[config.mk]
export PLATFORM = sky130hd
export DESIGN_NAME = spi_slave_flat
export DESIGN_NICKNAME = d
export VERILOG_FILES = /design/src/rtl/spi_pkg.sv /design/src/rtl/spi_slave_if.sv /design/src/rtl/spi_miso_shifter.sv /design/src/rtl/spi_slave.sv /design/src/flat_wrapper.sv
export SDC_FILE = /design/constraint.sdc
export NUM_CORES = 1
export LEC_CHECK = 0
export CAP_MARGIN = 20
export CORE_MARGIN = 2
export CORE_UTILIZATION = 25
export CTS_CLUSTER_DIAMETER = 40
export CTS_CLUSTER_SIZE = 12
export DETAILED_ROUTE_END_ITERATION = 16
export PLACE_DENSITY = 0.46
export REMOVE_ABC_BUFFERS = 1
export SETUP_SLACK_MARGIN = 0.2
export SLEW_MARGIN = 20
export SYNTH_ARGS = -nofsm -noshare
export SYNTH_HDL_FRONTEND = slang
export SYNTH_SLANG_ARGS = --single-unit
[constraint.sdc]
create_clock -name clk -period 2.1 [get_ports clk]
set_clock_uncertainty 0.15 [all_clocks]
set_input_delay 0.21 -clock clk [delete_from_list [all_inputs] [get_ports clk]]
set_output_delay 0.21 -clock clk [all_outputs]
set_load 0.005 [all_outputs]
[src/rtl/spi_pkg.sv]
// spi_pkg: shared types and constants for the SPI slave.
// State encoding for the frame FSM and the two-bit command field values.
package spi_pkg;

  typedef enum logic [2:0] {
    IDLE,
    CHK_CMD,
    WRITE,
    READ_ADD,
    READ_DATA
  } state_t;

  localparam logic [1:0] WR_ADDR = 2'b00;
  localparam logic [1:0] WR_DATA = 2'b01;
  localparam logic [1:0] RD_ADDR = 2'b10;
  localparam logic [1:0] RD_DATA = 2'b11;

  // True for the states that shift in the body of a frame.
  function automatic logic is_data_state(state_t s);
    return (s == WRITE) || (s == READ_ADD) || (s == READ_DATA);
  endfunction

endpackage

[src/rtl/spi_slave_if.sv]
// spi_slave_if: SPI pins plus the parallel rx/tx side of the slave.
// frame_err exists only when SPI_SLAVE_FRAME_ERR_EN is defined.
interface spi_slave_if #(
  parameter int unsigned ADDR_SIZE = 8
);
  logic                 SS_n;
  logic                 MOSI;
  logic                 MISO;
  logic [ADDR_SIZE+1:0] rx_data;
  logic                 rx_valid;
  logic [ADDR_SIZE-1:0] tx_data;
  logic                 tx_valid;
`ifdef SPI_SLAVE_FRAME_ERR_EN
  logic                 frame_err;
`endif

`ifdef SPI_SLAVE_FRAME_ERR_EN
  modport slave (
    input  SS_n, MOSI, tx_data, tx_valid,
    output MISO, rx_data, rx_valid, frame_err
  );
  modport master (
    output SS_n, MOSI, tx_data, tx_valid,
    input  MISO, rx_data, rx_valid, frame_err
  );
`else
  modport slave (
    input  SS_n, MOSI, tx_data, tx_valid,
    output MISO, rx_data, rx_valid
  );
  modport master (
    output SS_n, MOSI, tx_data, tx_valid,
    input  MISO, rx_data, rx_valid
  );
`endif

endinterface

[src/rtl/spi_miso_shifter.sv]
// spi_miso_shifter: parallel-load, MSB-first shift register feeding MISO.
module spi_miso_shifter #(
  parameter int unsigned ADDR_SIZE = 8
) (
  input  logic                 clk,
  input  logic                 rst,
  input  logic                 load,
  input  logic                 shift,
  input  logic [ADDR_SIZE-1:0] din,
  output logic                 dout
);

  logic [ADDR_SIZE-1:0] sr;

  // Load has priority over shift; zeros fill from the bottom.
  always_ff @(posedge clk or posedge rst) begin
    if (rst) begin
      sr <= '0;
    end else if (load) begin
      sr <= din;
    end else if (shift) begin
      sr <= {sr[ADDR_SIZE-2:0], 1'b0};
    end
  end

  assign dout = sr[ADDR_SIZE-1];

endmodule

[src/rtl/spi_slave.sv]
// spi_slave: SPI slave sampling SS_n/MOSI on clk, framing ADDR_SIZE+2 bits
// (2-bit command + payload) and returning a read word on MISO.
// Optional feature macro: SPI_SLAVE_FRAME_ERR_EN adds the frame_err pulse.
module spi_slave
  import spi_pkg::*;
#(
  parameter int unsigned ADDR_SIZE = 8
) (
  input logic        clk,
  input logic        rst,
  spi_slave_if.slave bus
);

  localparam int unsigned FRAME_W = ADDR_SIZE + 2;
  localparam int unsigned CNT_W   = $clog2(FRAME_W + 1);
  localparam int unsigned TXC_W   = $clog2(ADDR_SIZE + 1);
  localparam logic [CNT_W-1:0] LAST_BIT = CNT_W'(FRAME_W - 1);
  localparam logic [TXC_W-1:0] LAST_TX  = TXC_W'(ADDR_SIZE - 1);

  state_t               state, state_nxt;
  logic                 rd_addr_seen;
  logic                 frame_done;
  logic                 tx_loaded;
  logic                 tx_active;
  logic [CNT_W-1:0]     bit_cnt;
  logic [TXC_W-1:0]     tx_cnt;
  logic [FRAME_W-2:0]   rx_shreg;

  logic                 in_data;
  logic                 abort;
  logic                 capture_last;
  logic                 tx_load;
  logic                 tx_shift;
  logic                 sh_load;
  logic [ADDR_SIZE-1:0] sh_din;
  logic                 sh_dout;

  assign in_data      = is_data_state(state);
  assign abort        = (state != IDLE) && bus.SS_n;
  // The final bit is taken even if SS_n rises on the same sample.
  assign capture_last = in_data && !frame_done && (bit_cnt == LAST_BIT);
  assign tx_load      = (state == READ_DATA) && frame_done && !tx_loaded &&
                        bus.tx_valid && !bus.SS_n;
  assign tx_shift     = (state == READ_DATA) && tx_active && !bus.SS_n;

  // Clearing the shifter on deselect reuses the parallel load with zero data.
  assign sh_load = abort || tx_load;
  assign sh_din  = abort ? '0 : bus.tx_data;

  spi_miso_shifter #(.ADDR_SIZE(ADDR_SIZE)) u_miso_shifter (
    .clk   (clk),
    .rst   (rst),
    .load  (sh_load),
    .shift (tx_shift),
    .din   (sh_din),
    .dout  (sh_dout)
  );

  assign bus.MISO = tx_active & sh_dout;

  // State register.
  always_ff @(posedge clk or posedge rst) begin
    if (rst) state <= IDLE;
    else     state <= state_nxt;
  end

  // Next-state decode; deselect overrides everything outside IDLE.
  always_comb begin
    state_nxt = state;
    if (abort) begin
      state_nxt = IDLE;
    end else begin
      case (state)
        IDLE:    if (!bus.SS_n) state_nxt = CHK_CMD;
        CHK_CMD: begin
          if (!bus.MOSI)        state_nxt = WRITE;
          else if (rd_addr_seen) state_nxt = READ_DATA;
          else                   state_nxt = READ_ADD;
        end
        default: state_nxt = state;
      endcase
    end
  end

  // Frame capture, rx handshake, read-word sequencing and rd_addr_seen.
  always_ff @(posedge clk or posedge rst) begin
    if (rst) begin
      bus.rx_data  <= '0;
      bus.rx_valid <= 1'b0;
      rd_addr_seen <= 1'b0;
      frame_done   <= 1'b0;
      tx_loaded    <= 1'b0;
      tx_active    <= 1'b0;
      bit_cnt      <= '0;
      tx_cnt       <= '0;
      rx_shreg     <= '0;
`ifdef SPI_SLAVE_FRAME_ERR_EN
      bus.frame_err <= 1'b0;
`endif
    end else begin
      bus.rx_valid <= 1'b0;
`ifdef SPI_SLAVE_FRAME_ERR_EN
      bus.frame_err <= 1'b0;
`endif
      if (capture_last) begin
        bus.rx_data  <= {rx_shreg, bus.MOSI};
        bus.rx_valid <= 1'b1;
        frame_done   <= 1'b1;
        if (state == READ_ADD) rd_addr_seen <= 1'b1;
      end

      if (abort) begin
        bit_cnt    <= '0;
        tx_cnt     <= '0;
        frame_done <= 1'b0;
        tx_loaded  <= 1'b0;
        tx_active  <= 1'b0;
`ifdef SPI_SLAVE_FRAME_ERR_EN
        if (!frame_done && !capture_last) bus.frame_err <= 1'b1;
`endif
      end else begin
        if (state == CHK_CMD) begin
          rx_shreg <= {rx_shreg[FRAME_W-3:0], bus.MOSI};
          bit_cnt  <= CNT_W'(1);
        end else if (in_data && !frame_done && !capture_last) begin
          rx_shreg <= {rx_shreg[FRAME_W-3:0], bus.MOSI};
          bit_cnt  <= bit_cnt + CNT_W'(1);
        end

        if (tx_load) begin
          tx_loaded <= 1'b1;
          tx_active <= 1'b1;
          tx_cnt    <= '0;
        end else if (tx_shift) begin
          tx_cnt <= tx_cnt + TXC_W'(1);
          if (tx_cnt == LAST_TX) begin
            tx_active    <= 1'b0;
            rd_addr_seen <= 1'b0;
          end
        end
      end
    end
  end

endmodule

[src/flat_wrapper.sv]
// flat-port wrapper written by rule: the top's interface ports become plain ports
module spi_slave_flat import spi_pkg::*;
#(
  parameter int unsigned ADDR_SIZE = 8
)
  (clk, rst, bus_SS_n, bus_MOSI, bus_tx_data, bus_tx_valid, bus_MISO, bus_rx_data, bus_rx_valid);
  spi_slave_if #(.ADDR_SIZE(ADDR_SIZE)) bus_i ();
  input logic clk;
  input logic rst;
  input wire logic [$bits(bus_i.SS_n)-1:0] bus_SS_n;
  input wire logic [$bits(bus_i.MOSI)-1:0] bus_MOSI;
  input wire logic [$bits(bus_i.tx_data)-1:0] bus_tx_data;
  input wire logic [$bits(bus_i.tx_valid)-1:0] bus_tx_valid;
  output wire logic [$bits(bus_i.MISO)-1:0] bus_MISO;
  output wire logic [$bits(bus_i.rx_data)-1:0] bus_rx_data;
  output wire logic [$bits(bus_i.rx_valid)-1:0] bus_rx_valid;
  assign bus_i.SS_n = bus_SS_n;
  assign bus_i.MOSI = bus_MOSI;
  assign bus_i.tx_data = bus_tx_data;
  assign bus_i.tx_valid = bus_tx_valid;
  assign bus_MISO = bus_i.MISO;
  assign bus_rx_data = bus_i.rx_data;
  assign bus_rx_valid = bus_i.rx_valid;
  spi_slave #(.ADDR_SIZE(ADDR_SIZE)) u_core (.clk(clk), .rst(rst), .bus(bus_i));
endmodule
# --- Word-level counts from Yosys, hierarchy flattened ---
# Cells that the tools add are included.
word_totals:
  out_inout_bits: 12
  latch_bits: 0
  mem_bits_ro: 0
  wordCells: 83
  inputBits: 13
  memories: 0
  ram_bits: 0
  reg_bits: 43
classes:
  n_mul: 0
  n_bitwise: 2
  reduce_logical: 30
  eq_ne: 7
  add_sub_neg: 2
  shift: 0
  n_lt_le_gt_ge: 0
  mux: 31
  div_mod_pow: 0
ops:
  columns: ["cell", "n"]
  rows:
  - ["2-to-1 mux 4 bit", 6]
  - ["2-to-1 mux 8 bit", 3]
  - ["2-to-1 mux 9 bit", 2]
  - ["2-to-1 mux 1 bit", 15]
  - ["nonzero test 3 bit", 5]
  - ["2-to-1 mux 3 bit", 4]
  - ["logical AND 1 bit", 10]
  - ["adder 4 x 1 -> 4 bit, second input constant", 2]
  - ["nonzero test 2 bit", 4]
  - ["== test 3 x 2 -> 1 bit, second input constant", 2]
  - ["one-hot mux 3 bit (2 select lines)", 1]
  - ["AND reduction 2 bit", 3]
  - ["== test 4 x 3 -> 1 bit, second input constant", 1]
  - ["== test 4 bit, second input constant", 1]
  - ["zero test 1 bit", 4]
  - ["== test 3 x 1 -> 1 bit, second input constant", 1]
  - ["== test 3 bit, second input constant", 1]
  - ["zero test 3 bit", 1]
  - ["logical OR 1 bit", 3]
  - ["!= test 3 x 2 -> 1 bit, second input constant", 1]
  - ["bitwise AND 1 bit", 1]
  - ["NOT 1 bit", 1]

# --- Logic depth before layout (Yosys ltp) ---
depth:
  word_depth: 10
  ltp_mapped: 7
  mapped_depth_nobuf: 6

# --- By module ---
# Synthesis repeated with hierarchy kept, for this count alone.
unflattened:
  hier_cells: 182
  area_unflattened_um2: 2064.5
modules_own_cells:
  columns: ["module", "n_inst", "seq_area_each_um2", "area_per_inst_um2", "cells_each"]
  rows:
  - ["spi_slave", 1, 875.8, 1691.6, 147]
  - ["spi_miso_shifter", 1, 200.2, 372.9, 35]

# --- Least setup slack after synthesis ---
# OpenSTA, ideal clock, no wires.
synth_timing:
  kind: "register -> register"
  from: "reg u_core.bit_cnt[0]"
  to: "reg u_core.rx_shreg[0]"
  path_slack_ns: 0.151
  path_stages_with_launch: 6
  arrival_time_ns: 1.674
  period_less_slack_ns: 1.949
  path_buffers: 0
  t_required_ns: 1.825
  setup_time_ns: 0.125
  path_cell_list: "dfrtp_1 ha_1 nand3b_1 a31oi_1 o32ai_4 mux2_2"
synth_via:
  elab_chain_cells: 6
synth_rtl:
  columns: ["item", "line", "source"]
  rows:
  - ["from (decl)", "spi_slave.sv:25", "logic [CNT_W-1:0] bit_cnt;"]
  - ["from (signal assigned)", "spi_slave.sv:127", "bit_cnt <= bit_cnt + CNT_W'(1);"]
  - ["== test 4 bit", "spi_slave.sv:41", "assign capture_last = in_data && !frame_done && (bit_cnt == LAST_BIT);"]
  - ["logical AND 1 bit", "spi_slave.sv:41", null]
  - ["zero test 1 bit", "spi_slave.sv:125", "end else if (in_data && !frame_done && !capture_last) begin"]
  - ["logical AND 1 bit", "spi_slave.sv:125", null]
  - ["nonzero test 2 bit (no line)", null, null]
  - ["AND reduction 2 bit (no line)", null, null]
  - ["to (signal assigned)", "spi_slave.sv:123", "rx_shreg <= {rx_shreg[FRAME_W-3:0], bus.MOSI};"]
  - ["to (signal assigned)", "spi_slave.sv:126", "rx_shreg <= {rx_shreg[FRAME_W-3:0], bus.MOSI};"]
  - ["to (decl)", "spi_slave.sv:27", "logic [FRAME_W-2:0] rx_shreg;"]
# No other way between the ends.
# A chain may end at the register's enable or synchronous reset.

# --- Worst setup path after layout ---
layout_timing:
  from: "reg u_core.bit_cnt[0]"
  to: "reg u_core.rx_shreg[2]"
# Same word-level chain as after synthesis.

==> run_results.csv <==
group,metric,value,unit
status,status,"complete, no violations",
setup_path,slowest_stage,"dfrtp_1",
power,power_frac_clock,0.316,
die,rows,32,
cts,ctsHtreeMaxLevel,2,
place,dp_hpwl,2703,um
detailed_routing,drcViolationCount,0,
setup_path,critPathLaunchType,"flop",
synth,yosys-top-cells-area,"dfrtp_1 54%, mux2_2 11%, mux2i_1 3.5%, o21ai_0 3.0%, a21oi_1 2.5%",
synth,synth_cells,171,
cells_and_area,fillers,805,
place,gp_congestion,0.6526,
detailed_routing,vias_per_cell,4.435,
timing,tightest_slew,0.3760,ns
grt,met1_usage,0.1412,
cts,cts_buffers,5,
die,start_util,0.2584,
grt,antenna_found_initial,0,
detailed_routing,drt_wl_total,4137,um
power,ir_drop,0.0002381,V
power,combPwrFrac,0.147,
synth,yosysWarnings,0,
timing,drv_slew,0,
timing,finalSetupViolations,0,
power,sw_frac_of_total,0.2480,
place,io_buffers,24,
cts,clkLatencyLatePin,0.29,ns
synth,seq_area_frac_synth,0.5362,
setup_path,required,2.13,ns
cells_and_area,syn_to_final_growth,30.24,%
detailed_routing,drt_iter0_drc,91,
setup_path,slowest_delay,0.38,ns
setup_path,cp_max_fo,10,
die,die_h,93.60,um
timing,hold_violations,0,
grt,grt.busiest_layer,"met2",
detailed_routing,detail_route.wl_per_cell,13.22,um
cts,clk_pin_slew,0.08,ns
detailed_routing,ant_nets,0,
power,total_power,1.840,mW
power,p_leak,1.218,nW
timing,rsz0062_at_grt,"yes",
detailed_routing,firstDrtPassIters,4,
die,die-area,8760,um2
setup_path,path_cells,"ha_1 -> nand3b_1 -> a31oi_2 -> o32ai_4 -> buf_12 -> mux2_2",
cells_and_area,mostFrequentLayoutCell,"dfrtp_1",
setup_path,crit_family,"compound AO/OA/AOI/OAI gates",
setup_path,crit_buf_inv,1,
cts,tritoncts,"done",
cts,root_buffer,"clkbuf_8",
setup_path,path_class,"reg -> reg",
grt,grtUsageTotal,0.1039,
synth,ys_seq_elements,43,
setup_path,endpoint_kind,"flop",
grt,grt_util_met3,0.02820,
die,core,7767,um2
cts,max-clock-path-buffers,2,
synth,synth_cell_types,43,
power,seqPwrFrac,0.537,
power,power_switching,0.4564,mW
cells_and_area,drive_gt1_frac,0.2701,
grt,grt_pass1_wl,7044,um
timing,finalCritPeriodShare,0.8949,
power,internal-power,1.384,mW
synth,avgSynthCellArea,11.74,um2
cells_and_area,nNetsFinal,226,
cells_and_area,diodes,0,
grt,grt_pass1_vias,1399,
synth,yosys.area.top_type,"dfrtp_1",
grt,grtUsageMet2,0.1583,
timing,max_freq,0.5321,GHz
cts,postCtsHoldBufs,0,
grt,grt_overflow,0,
detailed_routing,vias,1388,
power,powerDensity,704.0,nW/um2
setup_path,cp.arrival,1.91,ns
flow_run,cap_violations,0,
grt,grt_max_degree,44,
synth,synth_top_area_frac,0.5362,
cells_and_area,mostFrequentLayoutCells,"42 x dfrtp_1, 24 x clkdlybuf4s50_1, 19 x mux2_2",
timing,maxSlewHeadroom,0.7483,
cts,clock-sinks,43,
timing,period_needed,1.879,ns
timing,setup_tns,0,ns
hold_path,hold_class,"in -> async",
die,die_w,93.60,um
die,io_pins,25,
synth,syn_area,2007,um2
synthesized netlist by cell type, drive strengths merged:
cell type	count
a211o	1
a21boi	2
a21o	1
a21oi	10
a22o	1
a31oi	2
and2	1
and3	1
buf	7
clkbuf	2
dfrtp	43
ha	3
inv	6
mux2	19
mux2i	7
nand2	8
nand2b	4
nand3	5
nand3b	1
nand4	2
nor2	10
nor2b	3
nor3	1
nor3b	3
nor4b	1
nor4bb	1
o211a	1
o211ai	2
o21ai	13
o22a	1
o2bb2ai	1
o32a	1
o32ai	1
or2	2
or4	1
xor2	3
power by group through the flow:
stage	Combinational (mW)	Sequential, mW	Clock, mW
floorplan	0.162	0.990	0
global route	0.306	1.01	0.632
CTS	0.273	0.990	0.597
finish	0.271	0.988	0.581
detailed placement	0.252	1.01	0
global placement	0.249	1.01	0
path summary, 6_finish.rpt:
check / startpoint / endpoint / slack (ns) / depth (start not counted)
min in group clk: bus_tx_data[0] / u_core.u_miso_shifter.sr[0] / 0.30 / 3
worst min-delay path: rst / u_core.u_miso_shifter.sr[0] / 0.12 / 3
max in group asynchronous: rst / u_core.state[0] / 1.47 / 3
worst min register to register: u_core.bus.rx_data[1] / u_core.bus.rx_data[1] / 0.36 / 1
worst max-delay path: u_core.bit_cnt[0] / u_core.rx_shreg[2] / 0.22 / 6
worst max register to register: u_core.bit_cnt[0] / u_core.rx_shreg[2] / 0.22 / 6
kinds of logic (layout without fill, tap and decap cells):
family / after synthesis / after routing / share of synthesized area
xor+xnor: 3 / 3 / 0.01309
simple gates: 44 / 44 / 0.1272
mux: 26 / 26 / 0.1415
buf+inv: 15 / 55 / 0.03616
compound gates: 37 / 37 / 0.1272
fa+ha+maj: 3 / 3 / 0.01871
flops: 43 / 43 / 0.5362
state kept, by name, summed over array words and instances, names as in the netlist:
| signal | count |
|---|---|
| u_core.tx_loaded | 1 |
| u_core.rd_addr_seen | 1 |
| u_core.u_miso_shifter.sr | 8 |
| u_core.bus.rx_valid | 1 |
| u_core.tx_active | 1 |
| u_core.frame_done | 1 |
| u_core.bit_cnt | 4 |
| u_core.state | 3 |
| u_core.bus.rx_data | 10 |
| u_core.rx_shreg | 9 |
| u_core.tx_cnt | 4 |
metrics by stage:
| step | utilization | std cells | setup slack, ns | hold slack [ns] | area, um2 |
|---|---|---|---|---|---|
| CTS | 0.3334 | 313 | 0.1635 | 0.1314 | 2590 |
| global placement | 0.3151 | 301 | 0.05393 | 0.3407 | 2447 |
| detailed placement | 0.3151 | 301 | 0.04480 | 0.3482 | 2447 |
| global route | 0.3365 | 313 | 0.1272 | 0.1515 | 2614 |
| finish | 0.3365 | 313 | 0.2206 | 0.1166 | 2614 |
| floorplan | - | 162 | -0.1857 | 0.1264 | 1957 |
metal layers:
layer  vias to the layer above  share of wire  routed length (um)
met5                         -              0                   0
met4                         0          0.015                  61
met3                         5          0.040                 166
met2                        20           0.46                1885
met1                       684           0.49                2022
li1                        679              -                   -
worst min-delay path, delay by kind of cell:
| family | cells | cell delay (ns) |
|---|---|---|
| buf+inv | 3 | 0.72 |
repair_timing:
item | 4_1_cts | 5_1_grt
pin swaps | 1 | 2
endpoints found under the setup margin | 17 | 20
setup buffers | 3 | 0
gates resized for setup | 4 | 11
cloned | 1 | 0
area by class of cell:
cell class	count	area, um2	area share
multi-input cells	113	888.4	0.3399
flip-flops and latches	43	1077	0.4122
clock buffers	8	100.1	0.03830
well taps	102	127.6	0.04883
inverters	6	22.52	0.008617
repair buffers	41	397.9	0.1522
No activity file was read; power rests on OpenSTA's default activity.
